[config.mk]
export PLATFORM = sky130hd
export DESIGN_NAME = rf_wb_arbiter
export DESIGN_NICKNAME = d
export VERILOG_FILES = /design/src/rtl/rf_arb_pkg.sv /design/src/rtl/rf_bypass_mux.sv /design/src/rtl/rf_wb_arbiter.sv
export SDC_FILE = /design/constraint.sdc
export NUM_CORES = 1
export LEC_CHECK = 0
export BUFFER_PORTS_ARGS = -buffer_cell sky130_fd_sc_hd__buf_4
export CAP_MARGIN = 25
export CORE_AREA = 2 2 104 106
export CTS_CLUSTER_DIAMETER = 150
export DETAILED_ROUTE_END_ITERATION = 8
export DIE_AREA = 0 0 106 108
export HOLD_SLACK_MARGIN = 0.15
export PLACE_DENSITY = 0.73
export SLEW_MARGIN = 20
export SYNTH_ARGS = -nofsm -noshare
export SYNTH_HDL_FRONTEND = slang
export SYNTH_SLANG_ARGS = --single-unit
[constraint.sdc]
create_clock -name i_clk -period 2.3 [get_ports i_clk]
set_input_delay 0.69 -clock i_clk [delete_from_list [all_inputs] [get_ports i_clk]]
set_output_delay 0.69 -clock i_clk [all_outputs]
set_load 0.01 [all_outputs]
[src/rtl/rf_arb_pkg.sv]
// Shared types and sizes for the register-file writeback arbiter.
// The in-flight write bypass is enabled by defining RF_BYPASS_EN.
package rf_arb_pkg;

  localparam int unsigned XLEN = 32;
  localparam int unsigned NREG = 32;
  localparam int unsigned AW   = $clog2(NREG);

  // One writeback request: destination register and the value to write.
  typedef struct packed {
    logic [AW-1:0]   rd;
    logic [XLEN-1:0] data;
  } wb_req_t;

  // Which requester wins when both are valid.
  typedef enum logic {
    GNT_S0 = 1'b0,
    GNT_S1 = 1'b1
  } grant_e;

  // Hand priority to the opposite requester after a contended grant.
  function automatic grant_e other_grant(input grant_e g);
    return (g == GNT_S0) ? GNT_S1 : GNT_S0;
  endfunction

endpackage

[src/rtl/rf_bypass_mux.sv]
// One read port of the regfile, optionally forwarding the registered write that has not yet
// landed in the array. Forwarding is compiled in only when RF_BYPASS_EN is defined;
// otherwise the raw regfile data passes straight through.
module rf_bypass_mux
  import rf_arb_pkg::*;
(
  input  logic            i_we,
  input  logic [AW-1:0]   i_wa,
  input  logic [XLEN-1:0] i_wd,
  input  logic [AW-1:0]   i_ra,
  input  logic [XLEN-1:0] i_rf_rd,
  output logic [XLEN-1:0] o_rd
);

`ifdef RF_BYPASS_EN
  logic w_hit;

  // x0 is never forwarded: it always reads zero from the array.
  assign w_hit = i_we && (i_wa == i_ra) && (i_ra != '0);
  assign o_rd  = w_hit ? i_wd : i_rf_rd;
`else
  logic unused_bypass;

  // Write-port inputs are only needed when forwarding is built in.
  assign unused_bypass = ^{i_we, i_wa, i_wd, i_ra};
  assign o_rd          = i_rf_rd;
`endif

endmodule

[src/rtl/rf_wb_arbiter.sv]
// Shares the regfile write port between the ALU (S0) and load-unit (S1) writebacks.
// Round-robin only under contention; the write port is registered (one cycle latency);
// a saturating counter records cycles in which a valid requester was held off.
// Read-port forwarding of the in-flight write is enabled by defining RF_BYPASS_EN.
module rf_wb_arbiter
  import rf_arb_pkg::*;
#(
  parameter int unsigned CNT_W = 16
) (
  input  logic             i_clk,
  input  logic             i_rst_n,
  // S0: ALU writeback
  input  logic             i_s0_valid,
  output logic             o_s0_ready,
  input  logic [AW-1:0]    i_s0_rd,
  input  logic [XLEN-1:0]  i_s0_data,
  // S1: load-unit writeback
  input  logic             i_s1_valid,
  output logic             o_s1_ready,
  input  logic [AW-1:0]    i_s1_rd,
  input  logic [XLEN-1:0]  i_s1_data,
  // Regfile write port
  output logic             o_we3,
  output logic [AW-1:0]    o_a3,
  output logic [XLEN-1:0]  o_wd3,
  output logic [CNT_W-1:0] o_stall_cnt,
  // Regfile read ports
  input  logic [AW-1:0]    i_a1,
  input  logic [AW-1:0]    i_a2,
  input  logic [XLEN-1:0]  i_rf_rd1,
  input  logic [XLEN-1:0]  i_rf_rd2,
  output logic [XLEN-1:0]  o_rd1,
  output logic [XLEN-1:0]  o_rd2
);

  localparam logic [CNT_W-1:0] CntMax = {CNT_W{1'b1}};

  grant_e           r_ptr;
  grant_e           w_ptr_next;
  logic             w_gnt_s0;
  logic             w_gnt_s1;
  logic             w_any_gnt;
  logic             w_contended;
  wb_req_t          w_req0;
  wb_req_t          w_req1;
  wb_req_t          w_sel_req;
  logic             r_we3;
  logic [AW-1:0]    r_a3;
  logic [XLEN-1:0]  r_wd3;
  logic [CNT_W-1:0] r_stall_cnt;

  assign w_req0      = '{rd: i_s0_rd, data: i_s0_data};
  assign w_req1      = '{rd: i_s1_rd, data: i_s1_data};
  assign w_contended = i_s0_valid & i_s1_valid;

  // Priority pointer register; S0 has priority out of reset.
  always_ff @(posedge i_clk or negedge i_rst_n) begin
    if (!i_rst_n) begin
      r_ptr <= GNT_S0;
    end else begin
      r_ptr <= w_ptr_next;
    end
  end

  // Pointer moves only when a grant was made over a competing request.
  always_comb begin
    w_ptr_next = r_ptr;
    if (w_contended) begin
      w_ptr_next = other_grant(r_ptr);
    end
  end

  // Grant decode: a lone requester always wins, the pointer breaks ties.
  always_comb begin
    w_gnt_s0 = 1'b0;
    w_gnt_s1 = 1'b0;
    unique case ({i_s0_valid, i_s1_valid})
      2'b10:   w_gnt_s0 = 1'b1;
      2'b01:   w_gnt_s1 = 1'b1;
      2'b11: begin
        if (r_ptr == GNT_S0) begin
          w_gnt_s0 = 1'b1;
        end else begin
          w_gnt_s1 = 1'b1;
        end
      end
      default: ;
    endcase
  end

  assign o_s0_ready = w_gnt_s0;
  assign o_s1_ready = w_gnt_s1;
  assign w_any_gnt  = w_gnt_s0 | w_gnt_s1;
  assign w_sel_req  = w_gnt_s1 ? w_req1 : w_req0;

  // Write port: register the granted request; x0 is accepted but never enabled.
  always_ff @(posedge i_clk or negedge i_rst_n) begin
    if (!i_rst_n) begin
      r_we3 <= 1'b0;
      r_a3  <= '0;
      r_wd3 <= '0;
    end else if (w_any_gnt) begin
      r_we3 <= (w_sel_req.rd != '0);
      r_a3  <= w_sel_req.rd;
      r_wd3 <= w_sel_req.data;
    end else begin
      r_we3 <= 1'b0;
    end
  end

  // Stall counter: at most one loser per cycle, and only when both are valid.
  always_ff @(posedge i_clk or negedge i_rst_n) begin
    if (!i_rst_n) begin
      r_stall_cnt <= '0;
    end else if (w_contended && (r_stall_cnt != CntMax)) begin
      r_stall_cnt <= r_stall_cnt + CNT_W'(1);
    end
  end

  assign o_we3       = r_we3;
  assign o_a3        = r_a3;
  assign o_wd3       = r_wd3;
  assign o_stall_cnt = r_stall_cnt;

  rf_bypass_mux u_byp1 (
    .i_we    (r_we3),
    .i_wa    (r_a3),
    .i_wd    (r_wd3),
    .i_ra    (i_a1),
    .i_rf_rd (i_rf_rd1),
    .o_rd    (o_rd1)
  );

  rf_bypass_mux u_byp2 (
    .i_we    (r_we3),
    .i_wa    (r_a3),
    .i_wd    (r_wd3),
    .i_ra    (i_a2),
    .i_rf_rd (i_rf_rd2),
    .o_rd    (o_rd2)
  );

endmodule
# Word level (Yosys, flattened, before mapping)
# Index checks and enable logic that the tools add are counted.
[classes]
add_sub_neg = 1
eq_ne = 4
n_mux = 6
n_bitwise = 2
n_reduce_logical = 2
[op_table]
columns = ["op", "count"]
rows = [
  ["$mux W37", 1],
  ["$add A16 B1 Y16 const B", 1],
  ["$ne A16 B16 Y1 const B", 1],
  ["$reduce_bool A5 Y1", 1],
  ["$eq A2 B2 Y1 const B", 2],
  ["$pmux W1 S2", 2],
  ["$mux W1", 3],
  ["$eq A2 B1 Y1 const B", 1],
  ["$and A1 B1 Y1", 1],
  ["$logic_and A1 B1 Y1", 1],
  ["$or A1 B1 Y1", 1],
]
[totals]
register_bits = 55
in_bits = 152

# Longest topological paths before layout
# Gate-level depths: netlist of run 1.
[logic_depth]
depth_word = 5
mapped_depth = 7

# Modules after synthesis
# Synthesis of run 1 repeated with hierarchy kept, for this count alone.
[unflattened]
hier_cells = 385
hier_area_um2 = 3348.2
[modules_own_cells]
columns = ["module", "instances", "cells_each", "area_per_inst_um2"]
rows = [
  ["rf_wb_arbiter", 1, 321, 2867.8],
  ["rf_bypass_mux", 2, 32, 240.2],
]

# Least setup slack after synthesis of run 1
# No wires, ideal clock.
[synth_path]
path_type = "input to output"
start = "in i_s1_valid"
end = "out o_s0_ready"
arrival_time_ns = 1.526
required_ns = 1.610
path_slack_ns = 0.084
path_stages = 6
n_path_buf = 3
path_cell_list = "clkbuf_1 > nand2_1 > nand2_1 > buf_2 > buf_2 > inv_1"
[synth_via]
elab_chain_cells = 2
word_cells_on_any_way = 3
cone_classes = "2 x eq/ne; 1 x mux"
[synth_lines]
columns = ["item", "line", "text"]
rows = [
  ["from (decl)", "rf_wb_arbiter.sv:18", "input logic i_s1_valid,"],
  ["$eq A2 B2 Y1", "rf_wb_arbiter.sv:77", "unique case ({i_s0_valid, i_s1_valid})"],
  ["$pmux W1 S2 *", "rf_wb_arbiter.sv:77", ""],
  ["to (decl)", "rf_wb_arbiter.sv:14", "output logic o_s0_ready,"],
]
# Every way passes the cells marked *; elsewhere a longest branch is shown, timed or not.

# Worst setup path after layout of run 1
# Ends and elaborated chain as after synthesis.

==> summary.txt, run 1 <==
Run status - completed
WL/cell - 15.3 um
Global-route wire length before repair - 13.7 mm
ANT cells - 0
Area of the mapped netlist - 3360 sq um
Worst Path Arrival - 1.33 ns
Post-synth cell types - 37
Fmax - 495 MHz
Clock root cell - clkbuf_8
Ratio of final minimum period to clock period - 87.8%
Initial antenna violation count - 0
Most common cell in the netlist - buf_4
Top_reg_cell synth - dfrtp_1
Longest Clk Path Bufs - 2
# setup viols final - 0
VDD IR-drop max - 490 uV
Antenna Nets Post-Route - 0
Post-CTS sizing - 0
Worst min-delay path category - input pin to asynchronous set/reset pin
CTS Sinks - 55
Nets@finish - 599
Async S/R FF share, synth - 100%
Unrepaired setup endpoints after global routing - false
Fin. Hold Viols - 0
Postcts setup bufs - 0
Vias/cell - 5.04
Worst skew pair latency - 0.30 ns
DRC violation total after the first TritonRoute iteration - 170
Pre-Repair DR Iteration Count - 4
Startpoint Class - input pin
Cell Pwr Density - 768 nW/um^2
Max_slew headroom - 52.2%
Yosys warns - 0
Final min period - 2.02 ns
Placer Congestion - 0.839
Starting density of the core - 32.8%
DR DRC count - 0
Number of global-route vias before repair - 2801
Top cells by area, synth - dfrtp_1 41%, buf_4 14%, a31oi_1 6.0%
CTS Buf Count - 5
Synth Register Bits - 55
Reg clk slew, reported paths - 0.10 ns
Fin Setup TNS - 0 ns
Largest net degree at the start of global routing - 88
Die Wd - 106 um
Dpl hpwl - 6.52 mm
Synth top cells by count - 64 x buf_4, 55 x dfrtp_1, 35 x nor2_1, 34 x a21oi_1, 34 x inv_1
Post-synthesis sequential area ratio - 41.0%
Layout cell share with drive strength beyond 1 - 36.0%
Clock skew - 0.00527 ns
Worst-Margin Slew - 0.717 ns
Syn_nets - 540
Static leakage power - 1.98 nW
Area of the core - 10200 sq um
Worst Path Required - 1.61 ns
Die area - 11400 sq um
Synth top area share - 41.0%
Synth-to-layout area growth - 22.0%
Nature of the critical path endpoint - primary output
Mean Syn Cell Area - 8.68 sq um
Post-CTS Hold Fix Bufs - 0
Hold WS - 0.424 ns
Die height - 108 um
DR vias - 2940
DRT Wirelength - 8.93 mm
Critical path class - input pin to primary output
FP Rows - 37
Final Max Slew Viols - 0
Max Cap Viol - 0
Ports - 272
Port bufs - 133
GRT Resource Usage Total - 14.7%
Biggest area consumer among synthesized cells - dfrtp_1
# H-tree levels - 2
CTS tree - done
Syn Inst Count - 387
Critical Path Fanout Max - 8
EDFF count, synth - 0
Congestion Overflow GR - 0
placed cells by master (no fill, tap or decap), types with 2 or more instances in the layout:
master,n
nor3_1,7
o221a_2,5
xor2_1,8
xnor2_1,5
a21oi_1,34
o21a_1,2
dfrtp_1,55
nand2_1,13
inv_1,34
clkbuf_8,5
nor2_1,35
a31oi_1,32
nand4b_1,2
nand3_1,6
clkinv_2,3
buf_4,140
nor4_1,2
o22ai_1,32
nand4_1,4
and3_1,2
mux2i_1,5
report_power, final:
group / internal, W / switching [W] / leakage, nW
logic: 0.000614 / 0.000620 / 1.29
registers: 0.00119 / 0.000203 / 0.650
clock network: 0.000210 / 0.000314 / 0.0477
total: 0.00201 / 0.00114 / 1.98
kinds of logic (layout without fill, tap and decap cells):
group / after synthesis / count (layout) / share of synthesized area, %
adders and majority gates: 1 / 1 / 0.372
AOI/OAI and AO/OA: 107 / 107 / 19.7
buffers and inverters: 123 / 183 / 21.2
DFF: 55 / 55 / 41.0
muxes: 7 / 7 / 2.27
and+or+nand+nor: 81 / 81 / 12.2
xor gates and xnor gates: 13 / 13 / 3.39
critical path: stages:
cell,delay (ns)
buf_4,0.16
nand2_1,0.17
nand2_1,0.13
inv_1,0.04
buf_4,0.13
through the flow:
| step | area [sq um] | power [W] | utilization [%] | instances | setup WS [ns] |
|---|---|---|---|---|---|
| floorplan | 3360 | 0.00211 | - | 387 | 0.0840 |
| global placement | 4020 | 0.00263 | 39.3 | 575 | 0.286 |
| detailed placement | 4020 | 0.00265 | 39.3 | 575 | 0.274 |
| CTS | 4100 | 0.00319 | 40.1 | 583 | 0.276 |
| global route | 4100 | 0.00335 | 40.1 | 583 | 0.193 |
| finish | 4100 | 0.00315 | 40.1 | 583 | 0.281 |
flip-flops by register name, indices dropped and copies added, names as in the netlist:
| name | flops |
|---|---|
| r_ptr | 1 |
| o_wd3 | 32 |
| o_we3 | 1 |
| o_stall_cnt | 16 |
| o_a3 | 5 |
metal layers:
metal  part of all wire (%)  GRT usage (%)  vias up
met5                      0              0        -
met4                    1.1           3.38        0
met3                    9.0           5.30       22
met2                     48           25.2      127
met1                     42           17.7     1389
li1                       -              -     1402
area by class of cell:
cell class / count / area [sq um]
Sequential cell: 55 / 1380
Multi-Input combinational cell: 209 / 1270
Timing Repair Buffer: 141 / 1070
Clock inverter: 3 / 15.0
Tap cell: 136 / 170
Inverter: 34 / 128
Fill cell: 1028 / 6130
Clock buffer: 5 / 68.8
final timing paths:
kind	startpoint	endpoint	slack, ns	cells past startpoint
max in group asynchronous	i_rst_n	o_stall_cnt[12]$_DFFE_PN0P_	1.40	1
min	i_rst_n	o_wd3[14]$_DFFE_PN0P_	0.42	1
min reg2reg	o_stall_cnt[15]$_DFFE_PN0P_	o_stall_cnt[15]$_DFFE_PN0P_	0.51	1
max reg2reg	o_stall_cnt[0]$_DFFE_PN0P_	o_stall_cnt[1]$_DFFE_PN0P_	0.42	5
max	i_s1_valid	o_s0_ready	0.28	5
min in group i_clk	o_stall_cnt[15]$_DFFE_PN0P_	o_stall_cnt[15]$_DFFE_PN0P_	0.51	1
No activity file was read; power rests on OpenSTA's default activity.
==> run 2: changes to the inputs <==
==> constraint.sdc (replaced) <==
create_clock -name i_clk -period 2.3 [get_ports i_clk]
set_input_delay 0.115 -clock i_clk [delete_from_list [all_inputs] [get_ports i_clk]]
set_output_delay 0.115 -clock i_clk [all_outputs]
set_load 0.01 [all_outputs]
==> run 2 against run 1 <==
  * Worst setup slack worse by 0.032 ns
  * Flip-flop and latch count unchanged
  * Final area increased by 18%
  * Die area did not move
  * Utilization rose by 7.3 points
  * Global-route usage rose by 2.6 points
  * Largest cell class is now buffers
  * Largest power group is now combinational logic
==> summary.txt, run 2 (synthesis gave the netlist of run 1 again) <==
Layout Utilization - 47.3% (+7.3 points)
DRT Wirelength - 10.4 mm (+17%)
Pre-Repair DR Iteration Count - 4 (unchanged)
Starting density of the core - 32.8% (unchanged)
Die area - 11400 sq um (unchanged)
Dpl hpwl - 6.57 mm (+0.79%)
Startpoint Class - flip-flop
ANT cells - 0 (unchanged)
FP Rows - 37 (unchanged)
Commonest non-fill, non-tap cell in the layout - buf_4
Global-route wire length before repair - 16.0 mm (+17%)
Nature of the critical path endpoint - flip-flop
Unrepaired setup endpoints after global routing - false
CTS tree - done
Worst Path Required - 2.49 ns (+0.88 ns)
Slowest-stage cell, CP - dlygate4sd3_1
Ratio of final minimum period to clock period - 89.2% (+1.4 points)
# setup viols final - 0 (unchanged)
Critical path class - flip-flop to flip-flop
Reg clk slew, reported paths - 0.11 ns (about the same)
Synth-to-layout area growth - 44.1%
Ports - 272 (unchanged)
Cell Pwr Density - 713 nW/um^2 (-7.1%)
Number of global-route vias before repair - 3308 (+18%)
Final min period - 2.05 ns (+0.0325 ns)
Critical Path Fanout Max - 28 (+20)
Crit path cell chain - nand2_1 -> nand2_2 -> buf_12 -> o22ai_1 -> a31oi_1 -> dlygate4sd3_1
Nets@finish - 672 (+12%)
CTS Sinks - 55 (unchanged)
Antenna Nets Post-Route - 0 (unchanged)
Static leakage power - 2.27 nW (+14%)
Longest Clk Path Bufs - 2 (unchanged)
Placer Congestion - 0.851 (+1.5%)
# H-tree levels - 2 (unchanged)
Vias/cell - 5.05 (about the same)
Fin. Hold Viols - 0 (unchanged)
Worst-Margin Slew - 0.714 ns (-0.00317 ns)
CTS Buf Count - 5 (unchanged)
Worst min-delay path category - input pin to flip-flop
Port bufs - 133 (unchanged)
Die Wd - 106 um (unchanged)
DRC violation total after the first TritonRoute iteration - 237 (+39%)
Fmax - 488 MHz (-1.6%)
VDD IR-drop max - 470 uV (-4.1%)
Congestion Overflow GR - 0 (unchanged)
DR DRC count - 0 (unchanged)
Run status - completed
Layout cell share with drive strength beyond 1 - 30.4% (-5.6 points)
Area of the core - 10200 sq um (unchanged)
Worst Path Arrival - 2.24 ns (+0.91 ns)
Multi-input combinational cell area - 1270 sq um (+0.20%)
Register area - 1380 sq um (unchanged)
Clock skew - 0.00688 ns (+0.00160 ns)
Reg2reg path depth - 6 (+1)
Clock root cell - clkbuf_8
Final Max Slew Viols - 0 (unchanged)
Max_slew headroom - 52.4% (+0.21 points)
DR vias - 3311 (+13%)
Max Cap Viol - 0 (unchanged)
Fin Setup TNS - 0 ns (unchanged)
WL/cell - 15.9 um (+3.8%)
GRT Resource Usage Total - 17.3% (+2.6 points)
# fillers - 949 (-7.7%)
Max incr delay on CP - 0.61 ns (+0.44 ns)
Hold WS - 0.170 ns (-0.254 ns)
Largest net degree at the start of global routing - 65 (-26%)
Initial antenna violation count - 0 (unchanged)
Most frequent cells in the layout - 137 x buf_4, 76 x dlygate4sd3_1, 55 x dfrtp_1, 35 x nor2_1
Die height - 108 um (unchanged)
Number of flip-flops under the largest register name - 32 (unchanged)
Hold path depth - 3
Worst skew pair latency - 0.31 ns (about the same)
## run 2: changes by cell type in the layout (fill, tap and decap cells not counted), sizes merged
cell / previous run / this run
buf: 141 / 138
clkbuf: 5 / 6
clkinv: 3 / 1
clkinvlp: 0 / 1
dlygate4sd3: 0 / 76
## run 2: layout make-up
| cell class | count | share of cell area, % |
|---|---|---|
| sequential | 55 | 28.4 |
| tap | 136 | 3.51 |
| timing repair buffer | 214 | 37.4 |
| clock buffer | 6 | 1.50 |
| multi-input combinational | 209 | 26.3 |
| inverter | 34 | 2.63 |
| clock inverter | 2 | 0.258 |
## run 2: routing by layer
layer | GRT usage (%) | routed length (um) | part of all wire (%)
met5 | 0 | 0 | 0
met4 | 6.30 | 255 | 2.4
met3 | 5.42 | 892 | 8.6
met2 | 31.2 | 5270 | 51
met1 | 19.2 | 4010 | 38
## run 2: worst max-delay path, delay by kind of cell (launching register included)
kind / cells / cell delay [ns]
AOI/OAI and AO/OA: 2 / 0.21
and+or+nand+nor: 2 / 0.46
buffers and inverters: 2 / 0.87
DFF: 1 / 0.39
## run 2: power breakdown
part / leakage, nW / switching [W] / internal, W
registers: 0.650 / 0.000199 / 0.00119
logic: 1.58 / 0.000691 / 0.000833
clock network: 0.0412 / 0.000327 / 0.000214
total: 2.27 / 0.00122 / 0.00224
## run 2: final timing paths
check / slack (ns) / end / from
setup / recovery: 0.25 / o_wd3[18]$_DFFE_PN0P_ / r_ptr$_DFFE_PN0N_
hold / removal: 0.17 / o_wd3[15]$_DFFE_PN0P_ / i_s0_data[15]
setup reg to reg: 0.25 / o_wd3[18]$_DFFE_PN0P_ / r_ptr$_DFFE_PN0N_
hold reg to reg: 0.51 / o_stall_cnt[15]$_DFFE_PN0P_ / o_stall_cnt[15]$_DFFE_PN0P_
max in group asynchronous: 1.43 / o_stall_cnt[11]$_DFFE_PN0P_ / i_rst_n
min in group asynchronous: 0.39 / o_wd3[14]$_DFFE_PN0P_ / i_rst_n
## run 2: timing repair
action / 4_1_cts / 5_1_grt
hold endpoints to repair: 93 / 1
buffers inserted: 0 / 0
hold buffers: 75 / 1
resized for setup: 0 / 1
setup endpoints to repair: 0 / 26
## run 2: metrics by stage
stage / setup WS, ns / cells / instance area (sq um) / power (W)
6_report: 0.249 / 656 / 4840 / 0.00345
5_1_grt: 0.105 / 656 / 4840 / 0.00368
4_1_cts: 0.103 / 655 / 4830 / 0.00348
3_5_place_dp: 0.412 / 572 / 4000 / 0.00266
3_3_place_gp: 0.478 / 572 / 4000 / 0.00262
2_1_floorplan: 0.469 / 387 / 3360 / 0.00211
==> run 3: changes to the inputs <==
--- a/config.mk
+++ b/config.mk
@@ -7,12 +7,12 @@
 export LEC_CHECK = 0
 export BUFFER_PORTS_ARGS = -buffer_cell sky130_fd_sc_hd__buf_4
 export CAP_MARGIN = 25
-export CORE_AREA = 2 2 104 106
+export CORE_AREA = 2 2 107 109
 export CTS_CLUSTER_DIAMETER = 150
 export DETAILED_ROUTE_END_ITERATION = 8
-export DIE_AREA = 0 0 106 108
+export DIE_AREA = 0 0 109 111
 export HOLD_SLACK_MARGIN = 0.15
-export PLACE_DENSITY = 0.73
+export PLACE_DENSITY = 0.7
 export SLEW_MARGIN = 20
 export SYNTH_ARGS = -nofsm -noshare
 export SYNTH_HDL_FRONTEND = slang
==> run 3 against run 2 <==
  * Non-clock buffer count down 28
  * Global-route usage is 1.6 points lower
  * Wire length is 5.1% lower
  * Clock-buffer cell count decreased by 1
  * Largest cell class unchanged
  * Via count shrank 3.8%
  * Flip-flop and latch count stayed put
==> summary.txt, run 3 (synthesis gave the netlist of run 1 again) <==
Antenna Nets Post-Route - 0 (unchanged)
Layout cell share with drive strength beyond 1 - 32.1% (+1.7 points)
Area of the core - 11100 sq um (+8.3%)
Static leakage power - 2.21 nW (-2.7%)
Number of global-route vias before repair - 3206 (-3.1%)
Startpoint Class - flip-flop
FP Rows - 39 (+5.4%)
Number of flip-flops under the largest register name - 32 (unchanged)
DRC violation total after the first TritonRoute iteration - 236 (-0.42%)
Fin Setup TNS - 0 ns (unchanged)
Congestion Overflow GR - 0 (unchanged)
DR DRC count - 0 (unchanged)
Post-CTS sizing - 0 (unchanged)
Global-route wire length before repair - 15.3 mm (-4.4%)
Final min period - 2.14 ns (+0.0851 ns)
Nature of the critical path endpoint - flip-flop
Vias/cell - 5.01 (-0.66%)
Largest net degree at the start of global routing - 74 (+14%)
Worst-Margin Slew - 0.728 ns (+0.0143 ns)
Reg clk slew, reported paths - 0.07 ns (-0.04 ns)
Unrepaired setup endpoints after global routing - false
Ports - 272 (unchanged)
# H-tree levels - 2 (unchanged)
CTS tree - done
Commonest non-fill, non-tap cell in the layout - buf_4
Layout Utilization - 42.2% (-5.1 points)
Cell Pwr Density - 797 nW/um^2 (+12%)
Critical Path Fanout Max - 28 (unchanged)
GRT Resource Usage Total - 15.7% (-1.6 points)
Placer Congestion - 0.815 (-4.2%)
Initial antenna violation count - 0 (unchanged)
Clock skew - 0.00411 ns (-0.00277 ns)
ANT cells - 0 (unchanged)
Starting density of the core - 30.3% (-2.5 points)
WL/cell - 15.6 um (-1.9%)
Worst Path Required - 2.47 ns (-0.02 ns)
Clock root cell - clkbuf_16
Synth-to-layout area growth - 39.2%
# setup viols final - 0 (unchanged)
Worst skew pair latency - 0.29 ns (-0.02 ns)
Port bufs - 133 (unchanged)
Critical path class - flip-flop to flip-flop
Nets@finish - 644 (-4.2%)
VDD IR-drop max - 598 uV (+27%)
Postcts setup bufs - 0 (unchanged)
Run status - completed
CTS Sinks - 55 (unchanged)
Final Max Slew Viols - 0 (unchanged)
Worst Path Arrival - 2.31 ns (+0.07 ns)
Die area - 12100 sq um (+5.7%)
Max_slew headroom - 51.4% (-0.96 points)
Longest Clk Path Bufs - 2 (unchanged)
Ratio of final minimum period to clock period - 92.9% (+3.7 points)
Most frequent cells in the layout - 137 x buf_4, 55 x dfrtp_1, 48 x dlygate4sd3_1, 35 x nor2_1
Dpl hpwl - 6.65 mm (+1.3%)
Fin. Hold Viols - 0 (unchanged)
Fmax - 468 MHz (-4.0%)
Pre-Repair DR Iteration Count - 4 (unchanged)
Die Wd - 109 um (+2.8%)
Max Cap Viol - 0 (unchanged)
Die height - 111 um (+2.8%)
Hold WS - 0.156 ns (-0.0145 ns)
CTS Buf Count - 5 (unchanged)
DR vias - 3184 (-3.8%)
Worst min-delay path category - input pin to flip-flop
Post-CTS Hold Fix Bufs - 48 (-36%)
DRT Wirelength - 9.90 mm (-5.1%)
## run 3: metrics by stage
stage          instances  area (sq um)  power (W)  setup slack (ns)
2_1_floorplan        387          3360    0.00211             0.469
3_3_place_gp         579          4000    0.00262             0.478
3_5_place_dp         579          4000    0.00265             0.414
4_1_cts              635          4680    0.00377             0.157
5_1_grt              635          4680    0.00394            0.0273
6_report             635          4680    0.00373             0.164
## run 3: path summary, 6_finish.rpt
check                      cells past startpoint                       start                         end  slack [ns]
max                                            5           r_ptr$_DFFE_PN0N_         o_a3[4]$_DFFE_PN0P_        0.16
min                                            3               i_s0_data[12]       o_wd3[12]$_DFFE_PN0P_        0.16
max reg2reg                                    5           r_ptr$_DFFE_PN0N_         o_a3[4]$_DFFE_PN0P_        0.16
min reg2reg                                    1  o_stall_cnt[0]$_DFFE_PN0P_  o_stall_cnt[0]$_DFFE_PN0P_        0.53
max in group asynchronous                      2                     i_rst_n       o_wd3[17]$_DFFE_PN0P_        1.38
min in group asynchronous                      2                     i_rst_n        o_wd3[8]$_DFFE_PN0P_        0.43
## run 3: area by class of cell
type                       count  area [sq um]
timing repair buffer         186          1530
sequential                    55          1380
fill                        1048          6400
clock inverter                 3          67.6
multi-input combinational    209          1270
tap                          143           179
clock buffer                   5           125
inverter                      34           128
## run 3: layer usage
metal / wire length [um] / global-route usage, % / up-vias
li1: - / - / 1497
met1: 3950 / 18.5 / 1507
met2: 4940 / 26.7 / 144
met3: 741 / 4.29 / 36
met4: 263 / 5.90 / 0
met5: 0 / 0 / -
## run 3: worst max-delay path, cell delays in order (launching register included)
cell           delay (ns)
dfrtp_1              0.38
nand2_1              0.18
nand2_1              0.35
buf_12               0.29
o221a_2              0.25
dlygate4sd3_1        0.56
## run 3: power breakdown
group	internal, W	switching (W)
logic	0.000697	0.000656
registers	0.00119	0.000201
clock network	0.000624	0.000355
